===== config.mk =====
export PLATFORM = sky130hd
export DESIGN_NAME = raster_scan_ctrl_flat
export DESIGN_NICKNAME = d
export VERILOG_FILES = /design/src/rtl/raster_scan_if.sv /design/src/rtl/raster_scan_ctrl.sv /design/src/flat_wrapper.sv
export SDC_FILE = /design/constraint.sdc
export NUM_CORES = 1
export LEC_CHECK = 0
export CAP_MARGIN = 20
export CORE_MARGIN = 2
export CORE_UTILIZATION = 50
export CTS_CLUSTER_SIZE = 12
export DETAILED_ROUTE_END_ITERATION = 10
export HOLD_SLACK_MARGIN = 0.06
export PLACE_DENSITY_LB_ADDON = 0.1
export SLEW_MARGIN = 20
export SYNTH_ARGS = -nofsm -noshare
export SYNTH_HDL_FRONTEND = slang
export SYNTH_SLANG_ARGS = --single-unit
export TNS_END_PERCENT = 1

===== constraint.sdc =====
create_clock -name clk -period 3.1 [get_ports clk]
set_input_delay 0.62 -clock clk [delete_from_list [all_inputs] [get_ports clk]]
set_output_delay 0.62 -clock clk [all_outputs]
set_load 0.01 [all_outputs]

===== src/rtl/raster_scan_if.sv =====
// Handshake and configuration bundle between the raster address generator and its host/consumer.
// The generator drives the coordinate stream (master); the host/consumer side is the slave.
interface raster_scan_if #(
    parameter int MAX_WIDTH  = 32,
    parameter int MAX_HEIGHT = 32,
    parameter int FCNT_W     = 8
);
    localparam int CW = (MAX_WIDTH  > 1) ? $clog2(MAX_WIDTH)  : 1;
    localparam int RW = (MAX_HEIGHT > 1) ? $clog2(MAX_HEIGHT) : 1;

    logic              start;
    logic              stop;
    logic [CW:0]       cfg_width;
    logic [RW:0]       cfg_height;
    logic              cfg_continuous;
    logic              out_ready;
    logic              out_valid;
    logic [CW-1:0]     col;
    logic [RW-1:0]     row;
    logic              first_col;
    logic              last_col;
    logic              first_row;
    logic              last_row;
    logic              frame_done;
    logic [FCNT_W-1:0] frame_cnt;
    logic              busy;
    logic              cfg_err;

    modport master (
        input  start, stop, cfg_width, cfg_height, cfg_continuous, out_ready,
        output out_valid, col, row, first_col, last_col, first_row, last_row,
               frame_done, frame_cnt, busy, cfg_err
    );

    modport slave (
        output start, stop, cfg_width, cfg_height, cfg_continuous, out_ready,
        input  out_valid, col, row, first_col, last_col, first_row, last_row,
               frame_done, frame_cnt, busy, cfg_err
    );
endinterface


===== src/rtl/raster_scan_ctrl.sv =====
// Run-time sized 2-D raster (col x row) address generator that advances only on valid/ready beats,
// with single-shot or back-to-back frames, abort, and a wrapping completed-frame counter.
module raster_scan_ctrl #(
    parameter int MAX_WIDTH  = 32,
    parameter int MAX_HEIGHT = 32,
    parameter int FCNT_W     = 8
) (
    input  logic          clk,
    input  logic          rst,
    raster_scan_if.master sif
);
    localparam int CW = (MAX_WIDTH  > 1) ? $clog2(MAX_WIDTH)  : 1;
    localparam int RW = (MAX_HEIGHT > 1) ? $clog2(MAX_HEIGHT) : 1;

    typedef enum logic [0:0] {IDLE, RUN} state_t;

    state_t            state, state_n;
    logic [CW-1:0]     col, col_n;
    logic [RW-1:0]     row, row_n;
    logic [CW:0]       width_q, width_n;
    logic [RW:0]       height_q, height_n;
    logic              cont_q, cont_n;
    logic              done_q, done_n;
    logic              err_q, err_n;
    logic [FCNT_W-1:0] fcnt_q, fcnt_n;

    logic [CW:0]       width_m1;
    logic [RW:0]       height_m1;
    logic              at_last_col;
    logic              at_last_row;
    logic              cfg_legal;
    logic              beat;

    // Compare in the widened domain so a latched size of 0 (reset) never matches and MAX never overflows.
    assign width_m1    = width_q  - (CW+1)'(1);
    assign height_m1   = height_q - (RW+1)'(1);
    assign at_last_col = ({1'b0, col} == width_m1);
    assign at_last_row = ({1'b0, row} == height_m1);

    assign cfg_legal = (sif.cfg_width  != '0) && (sif.cfg_width  <= (CW+1)'(MAX_WIDTH)) &&
                       (sif.cfg_height != '0) && (sif.cfg_height <= (RW+1)'(MAX_HEIGHT));

    assign beat = (state == RUN) && sif.out_ready;

    always_comb begin
        state_n  = state;
        col_n    = col;
        row_n    = row;
        width_n  = width_q;
        height_n = height_q;
        cont_n   = cont_q;
        done_n   = 1'b0;
        err_n    = 1'b0;
        fcnt_n   = fcnt_q;
        case (state)
            IDLE: begin
                if (sif.start) begin
                    if (cfg_legal) begin
                        state_n  = RUN;
                        col_n    = '0;
                        row_n    = '0;
                        width_n  = sif.cfg_width;
                        height_n = sif.cfg_height;
                        cont_n   = sif.cfg_continuous;
                    end else begin
                        err_n = 1'b1;
                    end
                end
            end
            RUN: begin
                if (beat) begin
                    if (!at_last_col) begin
                        col_n = col + CW'(1);
                    end else if (!at_last_row) begin
                        col_n = '0;
                        row_n = row + RW'(1);
                    end else begin
                        col_n  = '0;
                        row_n  = '0;
                        done_n = 1'b1;
                        fcnt_n = fcnt_q + FCNT_W'(1);
                        if (!cont_q) begin
                            state_n = IDLE;
                        end
                    end
                end
                // Abort after any same-cycle beat has been accounted for above.
                if (sif.stop) begin
                    state_n = IDLE;
                    col_n   = '0;
                    row_n   = '0;
                end
            end
            default: state_n = IDLE;
        endcase
    end

    always_ff @(posedge clk) begin
        if (rst) begin
            state    <= IDLE;
            col      <= '0;
            row      <= '0;
            width_q  <= '0;
            height_q <= '0;
            cont_q   <= 1'b0;
            done_q   <= 1'b0;
            err_q    <= 1'b0;
            fcnt_q   <= '0;
        end else begin
            state    <= state_n;
            col      <= col_n;
            row      <= row_n;
            width_q  <= width_n;
            height_q <= height_n;
            cont_q   <= cont_n;
            done_q   <= done_n;
            err_q    <= err_n;
            fcnt_q   <= fcnt_n;
        end
    end

    assign sif.out_valid  = (state == RUN);
    assign sif.busy       = (state == RUN);
    assign sif.col        = col;
    assign sif.row        = row;
    assign sif.first_col  = (col == '0);
    assign sif.last_col   = at_last_col;
    assign sif.first_row  = (row == '0);
    assign sif.last_row   = at_last_row;
    assign sif.frame_done = done_q;
    assign sif.frame_cnt  = fcnt_q;
    assign sif.cfg_err    = err_q;
endmodule


===== src/flat_wrapper.sv =====
// flat-port wrapper written by rule: the top's interface ports become plain ports
module raster_scan_ctrl_flat 
#(
    parameter int MAX_WIDTH  = 32,
    parameter int MAX_HEIGHT = 32,
    parameter int FCNT_W     = 8
)
  (clk, rst, sif_start, sif_stop, sif_cfg_width, sif_cfg_height, sif_cfg_continuous, sif_out_ready, sif_out_valid, sif_col, sif_row, sif_first_col, sif_last_col, sif_first_row, sif_last_row, sif_frame_done, sif_frame_cnt, sif_busy, sif_cfg_err);
  raster_scan_if #(.MAX_WIDTH(MAX_WIDTH), .MAX_HEIGHT(MAX_HEIGHT), .FCNT_W(FCNT_W)) sif_i ();
  input  logic clk;
  input  logic rst;
  input wire logic [$bits(sif_i.start)-1:0] sif_start;
  input wire logic [$bits(sif_i.stop)-1:0] sif_stop;
  input wire logic [$bits(sif_i.cfg_width)-1:0] sif_cfg_width;
  input wire logic [$bits(sif_i.cfg_height)-1:0] sif_cfg_height;
  input wire logic [$bits(sif_i.cfg_continuous)-1:0] sif_cfg_continuous;
  input wire logic [$bits(sif_i.out_ready)-1:0] sif_out_ready;
  output wire logic [$bits(sif_i.out_valid)-1:0] sif_out_valid;
  output wire logic [$bits(sif_i.col)-1:0] sif_col;
  output wire logic [$bits(sif_i.row)-1:0] sif_row;
  output wire logic [$bits(sif_i.first_col)-1:0] sif_first_col;
  output wire logic [$bits(sif_i.last_col)-1:0] sif_last_col;
  output wire logic [$bits(sif_i.first_row)-1:0] sif_first_row;
  output wire logic [$bits(sif_i.last_row)-1:0] sif_last_row;
  output wire logic [$bits(sif_i.frame_done)-1:0] sif_frame_done;
  output wire logic [$bits(sif_i.frame_cnt)-1:0] sif_frame_cnt;
  output wire logic [$bits(sif_i.busy)-1:0] sif_busy;
  output wire logic [$bits(sif_i.cfg_err)-1:0] sif_cfg_err;
  assign sif_i.start = sif_start;
  assign sif_i.stop = sif_stop;
  assign sif_i.cfg_width = sif_cfg_width;
  assign sif_i.cfg_height = sif_cfg_height;
  assign sif_i.cfg_continuous = sif_cfg_continuous;
  assign sif_i.out_ready = sif_out_ready;
  assign sif_out_valid = sif_i.out_valid;
  assign sif_col = sif_i.col;
  assign sif_row = sif_i.row;
  assign sif_first_col = sif_i.first_col;
  assign sif_last_col = sif_i.last_col;
  assign sif_first_row = sif_i.first_row;
  assign sif_last_row = sif_i.last_row;
  assign sif_frame_done = sif_i.frame_done;
  assign sif_frame_cnt = sif_i.frame_cnt;
  assign sif_busy = sif_i.busy;
  assign sif_cfg_err = sif_i.cfg_err;
  raster_scan_ctrl #(.MAX_WIDTH(MAX_WIDTH), .MAX_HEIGHT(MAX_HEIGHT), .FCNT_W(FCNT_W)) u_core (.clk(clk), .rst(rst), .sif(sif_i));
endmodule

======== Yosys cells after proc, flatten, opt, wreduce, memory -nomap -nowiden ========
Cells that the tools add are included.
cells by class
  add/subtract/negate cells ............... 5
  bitwise gates (word level) .............. 4
  shift operators ......................... 0
  $mul .................................... 0
  order comparisons ....................... 2
  reduce and logical (&&, ||, !) cells .... 14
  mux-type cells .......................... 21
  eq/ne operators ......................... 6
  divide/modulo/power cells ............... 0
operators with widths
  operator                                               number
  2-to-1 mux 5 bit                                       9
  case mux 5 bit (2 select lines)                        2
  equality test 5 x 6 -> 1 bit                           2
  <= comparator 6 bit, second input constant             2
  nonzero test 6 bit                                     2
  subtractor 6 x 1 -> 6 bit, second input constant       2
  adder 5 x 1 -> 5 bit, second input constant            2
  zero test 5 bit                                        2
  2-to-1 mux 1 bit                                       9
  adder 8 x 1 -> 8 bit, second input constant            1
  AND reduction 4 bit                                    2
  inequality test 3 bit, second input constant           2
  AND reduction 3 bit                                    2
  logical AND 1 bit                                      4
  inverter 1 bit                                         4
  OR reduction 4 bit                                     1
  OR reduction 3 bit                                     1
  inequality test 2 x 1 -> 1 bit, second input constant  1
  inequality test 2 bit, second input constant           1
  case mux 1 bit (2 select lines)                        1
word-level totals
  RAM bits ................................ 0
  bits of input ports ..................... 18
  memories ................................ 0
  output and inout bits ................... 26
  bits in read-only memories .............. 0
  word-level logic and storage cells ...... 61
  register bits after elaboration ......... 34
  latch bits .............................. 0

======== Depth between registers and ports, before layout ========
Gate-level depths: netlist (run 1).
  depth after elaboration ................. 7
  depth in mapped cells ................... 9

======== Least setup slack after synthesis (run 1) ========
No wires, ideal clock.
  path type ............................... input -> register
  start ................................... input sif_cfg_width[2]
  end ..................................... register u_core.col[0] (netlist: u_core.sif.col[0])
  cell stages on the path ................. 6
  slack ................................... 0.739 ns
  library setup time ...................... 0.070 ns
  data required time ...................... 3.030 ns
  arrival time ............................ 2.291 ns
  cell sequence ........................... or4_1 -> o21ai_2 -> nand4_4 -> and2_4 -> or4_1 -> a21oi_1
between the ends
  cells in the longest elaborated chain, start to end .. 6
  elaborated cells between the ends (all ways) .. 7
  classes of those cells .................. order compare (1); eq/ne (1); reduce/logical (5)
RTL lines
  what                                                              RTL line                 RTL
  start: declaration                                                flat_wrapper.sv:14       input wire logic [$bits(sif_i.cfg_width)-1:0] sif_cfg_width;
  <= comparator 6 bit / nonzero test 6 bit (equally long branches)  raster_scan_ctrl.sv:40   assign cfg_legal = (sif.cfg_width != '0) && (sif.cfg_width <= (CW+1)'(MAX_WIDTH)) &&
  logical AND 1 bit * (2 in series)                                 raster_scan_ctrl.sv:40
  logical AND 1 bit *                                               raster_scan_ctrl.sv:41   (sif.cfg_height != '0) && (sif.cfg_height <= (RW+1)'(MAX_HEIGHT));
  inequality test 2 x 1 -> 1 bit (no source line) *                 -
  AND reduction 3 bit (no source line) *                            -
  end signal: assignment                                            raster_scan_ctrl.sv:111  col <= col_n;
  end: declaration                                                  raster_scan_ctrl.sv:18   logic [CW-1:0] col, col_n;
Every way passes the cells marked *; elsewhere a longest branch is shown, timed or not.
A chain may end at the register's enable or synchronous reset.

======== Worst setup path after layout (run 1) ========
  start ................................... register u_core.width_q[0]
  end ..................................... output sif_last_col
between the ends
  cells in the longest elaborated chain, start to end .. 2
RTL lines
  what                          RTL line                 RTL
  start: declaration            raster_scan_ctrl.sv:20   logic [CW:0] width_q, width_n;
  start signal: assignment      raster_scan_ctrl.sv:113  width_q <= width_n;
  subtractor 6 x 1 -> 6 bit     raster_scan_ctrl.sv:35   assign width_m1 = width_q - (CW+1)'(1);
  equality test 5 x 6 -> 1 bit  raster_scan_ctrl.sv:37   assign at_last_col = ({1'b0, col} == width_m1);
  end: declaration              flat_wrapper.sv:22       output wire logic [$bits(sif_i.last_col)-1:0] sif_last_col;
No other way between the ends.

==> impl_results.md, run 1 <==
* Worst-Skew Late Latency at 0.28 ns
* FP Rows at 22
* Peak VDD IR at 0.000342 V
* Synth Area per Inst at 8.51 um^2
* Synth Area in XOR/XNOR at 6.77%
* F_max at 0.337 GHz
* Post-detail-place hpwl at 3180 um
* Fraction of layout cells with a size suffix above 1 at 7.69%
* Period utilization at 95.7%
* Clock H-tree levels at 2
* Post-route cell area at 0.00251 mm^2
* Worst hold path endpoint: u_core.cont_q
* Status: completed
* Total power divided by cell area at 355 mW/mm^2
* Synth Cell Area at 0.00194 mm^2
* Leakage power at 0.996 nW
* Crit end category: primary output
* Root buffer cell: clkbuf_8
* Core Area at 0.00369 mm^2
* Slew HR at 64.1%
* RR Endpoint: u_core.sif.frame_cnt[3]
* Postcts setup bufs at 0
* Die outline width at 66.3 um
* PortBufs at 43
* HP Class: flop to flop
* Largest net degree at the start of global routing at 20
* WHS Path Cells at 2
* Worst Setup SP: u_core.width_q[0]
* Worst Min Path Start: u_core.cont_q
* # hold bufs at CTS at 0
* Synth Area in Compound Gates at 17.0%
* DIE AREA at 0.00439 mm^2
* Slew Viols, Final at 0
* Via density at 5.39
* Setup TNS at 0 ns
* RSZ-0062 raised after global routing: false
* Area delta synth->final at 29.7%
* Num CTS Buffers at 5
* Nets@finish at 297
* Reg2Reg Setup Slack at 0.57 ns
* R2R depth at 9
* Number of synthesized flops with an enable pin at 0
* Design Power at 0.894 mW
* Adder-cell share of the synthesized area at 4.52%
* RD Place Congestion at 0.774
* Remaining DRCs at 0
* Clock buffer depth at 2
* Final hold violation count at 0
* Synth Flop Type: dfxtp_1
* Crit path DAT at 2.35 ns
* Ant diodes at 0
* Total track usage at 21.4%
* Largest family of logic cells by synthesized area: simple AND/OR/NAND/NOR gates
* CP Launch Type: flop
* Total grt overflow at 0
* Number of max-cap violations at 0
* Initial DRC count at 115
* Synth unique cells at 48
* Vias at 1730
* Initial antenna violation count at 0
* WL/cell at 13.2 um
* Crit path time final at 2.97 ns
* Post-synthesis register bit count at 34
* IO Pins at 44
* Worst-Margin Slew at 0.533 ns
* First-pass GRT wire length at 7190 um
* Cells after Synth at 228
* WL final at 4250 um
* Detail Route Antenna Nets at 0
* CP Max Fanout at 5
* FFs w/ async S/R, synth at 0%
* Clk sinks at 34
* CP Class: flop to primary output
* Post-Synth Simple-Gate Area at 23.1%
* Area after DPL at 0.00241 mm^2
* Post-synthesis mux area share at 7.87%
* Via count of the first global-routing pass at 1545
* Clock tree from TritonCTS: built
* Chip Height at 66.3 um
* Initial core utilization at 52.6%
* Final setup violation count at 0
* Ys Warns at 0
* RR Startpoint: u_core.width_q[0]
* Clock-pin slew on the worst setup and hold paths at 0.06 ns
* Pre-antenna DRT Iters at 4
* Post-synthesis sequential area ratio at 35.1%
* Syn Nets at 253
* Layout Skew at 0.00847 ns
* CP Data Required Time at 2.48 ns
[layout by cell type (no fill, tap or decap), drive strengths merged, types with 4 or more instances in the layout]
cell	instances
or3	4
clkbuf	7
ha	7
o21ai	11
nand3	8
xnor2	9
xor2	6
clkdlybuf4s50	43
a21oi	16
or4	6
nor2	27
inv	18
nand2	10
nor3	5
mux2i	13
dfxtp	34
[routing by layer]
| metal | GRT usage, % | share of wire, % | routed length, um | vias up |
|---|---|---|---|---|
| li1 | - | - | - | 907 |
| met1 | 29.2 | 51 | 2160 | 789 |
| met2 | 32.6 | 45 | 1910 | 32 |
| met3 | 4.60 | 3.6 | 151 | 2 |
| met4 | 8.42 | 0.68 | 29 | 0 |
| met5 | 0 | 0 | 0 | - |
[where the power goes]
group / internal, mW / total [mW] / leakage [nW] / switching, mW
Sequential: 0.445 / 0.453 / 0.275 / 0.00844
Clock: 0.179 / 0.334 / 0.0482 / 0.155
Combinational: 0.0548 / 0.107 / 0.672 / 0.0522
Total: 0.678 / 0.894 / 0.996 / 0.215
[repair_timing]
action                                  4_1_cts  5_1_grt
pin swaps                                     0        1
gates resized for setup                       1        1
endpoints found under the setup margin        1        2
[worst max-delay path, stage by stage (launching register included)]
cell             delay, ns
dfxtp_2               0.38
inv_1                 0.06
ha_1                  0.24
o21ba_1               0.18
a221oi_1              0.28
a21oi_1               0.14
nor2_1                0.21
clkdlybuf4s50_1       0.57
[registers in the layout, indices dropped and copies added, names as in the netlist]
signal,count
u_core.cont_q,1
u_core.height_q,6
u_core.sif.busy,1
u_core.sif.cfg_err,1
u_core.sif.col,5
u_core.sif.frame_cnt,8
u_core.sif.frame_done,1
u_core.sif.row,5
u_core.width_q,6
[area by class of cell]
| cell class | instances | area (um^2) |
|---|---|---|
| clock buffer | 7 | 86.3 |
| clock inverter | 1 | 5.00 |
| fill | 303 | 1170 |
| inverter | 18 | 67.6 |
| multi-input combinational | 167 | 1160 |
| sequential | 34 | 682 |
| tap | 48 | 60.1 |
| timing repair buffer | 46 | 453 |
[metrics by stage]
step                      cells  setup WS (ns)  util, %  hold slack [ns]
after CTS                   321         0.0562     68.1            0.512
after floorplan             228          0.739        -            0.463
after detailed placement    313          0.266     65.3            0.497
after global placement      313          0.286     65.3            0.487
after global routing        321         0.0106     68.2            0.550
final                       321          0.132     68.2            0.506
[kinds of logic (layout without fill, tap and decap cells)]
group,after synthesis,in the layout
AOI/OAI and AO/OA,48,48
buffers and inverters,27,72
and+or+nand+nor,82,82
xor gates and xnor gates,15,15
adders and majority gates,7,7
DFF,34,34
muxes,15,15
[cell usage after synthesis (all sizes together) (4+ instances only)]
master,number,area (um^2)
or4,6,45.0
mux2i,13,130
or3,4,25.0
dfxtp,34,681
clkbuf,4,15.0
ha,7,87.6
inv,18,67.6
a21oi,16,80.1
nor3,5,25.0
buf,5,27.5
nand3,8,40.0
nand2,10,37.5
xor2,6,52.6
o21ai,11,62.6
nor2,27,101
xnor2,9,78.8
[worst max-delay path by stage]
stage,end,cells after the start
global placement,u_core.sif.col[0],7
finish,sif_last_col,7
floorplan,u_core.sif.col[0],6
CTS,sif_last_row,8
global route,sif_last_row,7
detailed placement,u_core.sif.col[0],7
(Power assumes the default switching activity.)
==> inputs of run 2 (changes only) <==
CAP_MARGIN = 15   (was 20)
SLEW_MARGIN = 10   (was 20)
==> results of run 2 <==
The final DEF is identical to that of run 1; final timing and power are the same.
==> inputs of run 3 (changes only) <==
CTS_CLUSTER_DIAMETER = 100   (was unset)
MAX_ROUTING_LAYER = met4   (was unset)
SLEW_MARGIN = 20   (was 10)
==> run 3 against run 2 <==
Net effect:
- sequential share of layout area unchanged
- global-route usage increased by 0.56 points
- power about the same
- first-iteration DRC count increased by 1.7%
- utilization unchanged
- flip-flop and latch count unchanged
- hold slack about the same
- sequential power about the same
- combinational power about the same
- via count unchanged
- largest cell class unchanged
- largest power group unchanged
==> impl_results.md, run 3 (same netlist as run 1, synthesis figures left out) <==
* Final hold violation count at 0
* Via density at 5.39
* # hold bufs at CTS at 0
* Number of flip-flops in the largest register at 8
* Worst-Skew Late Latency at 0.28 ns
* Setup TNS at 0 ns
* Clock tree from TritonCTS: built
* Clock-pin slew on the worst setup and hold paths at 0.07 ns
* Slew HR at 63.8%
* Crit path DAT at 2.34 ns
* Slew Viols, Final at 0
* Status: completed
* Final Util at 68.2%
* CP Max Fanout at 5
* Design Power at 0.894 mW
* Final Instance Count excl. Fillers at 321
* Initial antenna violation count at 0
* Root buffer cell: clkbuf_8
* Final setup violation count at 0
* Num CTS Buffers at 5
* Commonest non-fill, non-tap cells in the layout: clkdlybuf4s50_1 (43), dfxtp_1 (33), nor2_1 (27)
* Crit path time final at 2.96 ns
* Number of max-cap violations at 0
* Inst Count DP at 313
* Post-detail-place hpwl at 3180 um
* WL final at 4240 um
* CP Data Required Time at 2.48 ns
* Core Area at 0.00369 mm^2
* Peak VDD IR at 0.000342 V
* Fill cells at 303
* Area delta synth->final at 29.7%
* Largest net degree at the start of global routing at 20
* WL/cell at 13.2 um
* Period utilization at 95.4%
* CP Class: flop to primary output
* Fraction of layout cells with a size suffix above 1 at 7.69%
* Chip Height at 66.3 um
* Nets@finish at 297
* Detail Route Antenna Nets at 0
* RD Place Congestion at 0.784
* RSZ-0062 raised after global routing: false
* DIE AREA at 0.00439 mm^2
* Via count of the first global-routing pass at 1544
* First-pass GRT wire length at 7180 um
* Initial DRC count at 117
* Clk sinks at 34
* Die outline width at 66.3 um
* Most common cell after layout, fill and taps aside: clkdlybuf4s50_1
* F_max at 0.338 GHz
* Total track usage at 21.9%
* Clock H-tree levels at 2
* Crit end category: primary output
* Pre-antenna DRT Iters at 4
* FP Rows at 22
* Total grt overflow at 0
* Vias at 1730
* Layout Skew at 0.00842 ns
* Worst-Margin Slew at 0.538 ns
* Initial core utilization at 52.6%
* IO Pins at 44
* PortBufs at 43
* CP Launch Type: flop
* Ant diodes at 0
* HP Class: flop to flop
* Total power divided by cell area at 355 mW/mm^2
* Hold WS at 0.506 ns
* Remaining DRCs at 0
* Leakage power at 0.996 nW
* Clock buffer depth at 2
[run 3: cell counts in the layout (fill, tap and decap cells not counted)]
No cell type changed its count.
[run 3: repair_timing]
action                     4_1_cts  5_1_grt
setup buffers                    0        0
setup endpoints to repair        1        2
pin swaps                        0        1
gates resized for setup          1        1
[run 3: per-stage QoR]
step | worst slack, ns | area [um^2]
floorplan | 0.739 | 1940
global placement | 0.286 | 2410
detailed placement | 0.266 | 2410
CTS | 0.0562 | 2510
global route | 0.0106 | 2510
finish | 0.142 | 2510
[run 3: layout make-up]
type	count	area, um^2	share of cell area [%]
Clock buffer	7	86.3	3.43
Sequential cell	34	682	27.1
Inverter	18	67.6	2.69
Clock inverter	1	5.00	0.199
Tap cell	48	60.1	2.39
Multi-Input combinational cell	167	1160	46.2
Timing Repair Buffer	46	453	18.0
[run 3: routing by layer]
metal,share of wire (%),GRT usage [%]
met5,0,-
met4,0.68,8.42
met3,4.1,4.60
met2,45,32.8
met1,50,29.1
[run 3: path summary, 6_finish.rpt]
kind	start	endpoint	slack, ns	depth (start not counted)
max	u_core.height_q[0]	sif_last_row	0.14	7
max reg2reg	u_core.width_q[0]	u_core.sif.frame_cnt[3]	0.57	9
min reg2reg	u_core.cont_q	u_core.cont_q	0.51	2
min	u_core.cont_q	u_core.cont_q	0.51	2
[run 3: where the power goes]
part	total, mW	leakage, nW	switching [mW]	internal, mW
Combinational	0.107	0.672	0.0520	0.0548
Sequential	0.453	0.275	0.00844	0.445
Clock	0.334	0.0482	0.155	0.179
[run 3: critical path: stages, from the launching register on]
cell	delay [ns]
dfxtp_1	0.42
inv_1	0.07
ha_1	0.25
xnor2_1	0.18
a2111oi_4	0.44
nand2_1	0.12
inv_1	0.06
clkdlybuf4s50_1	0.52
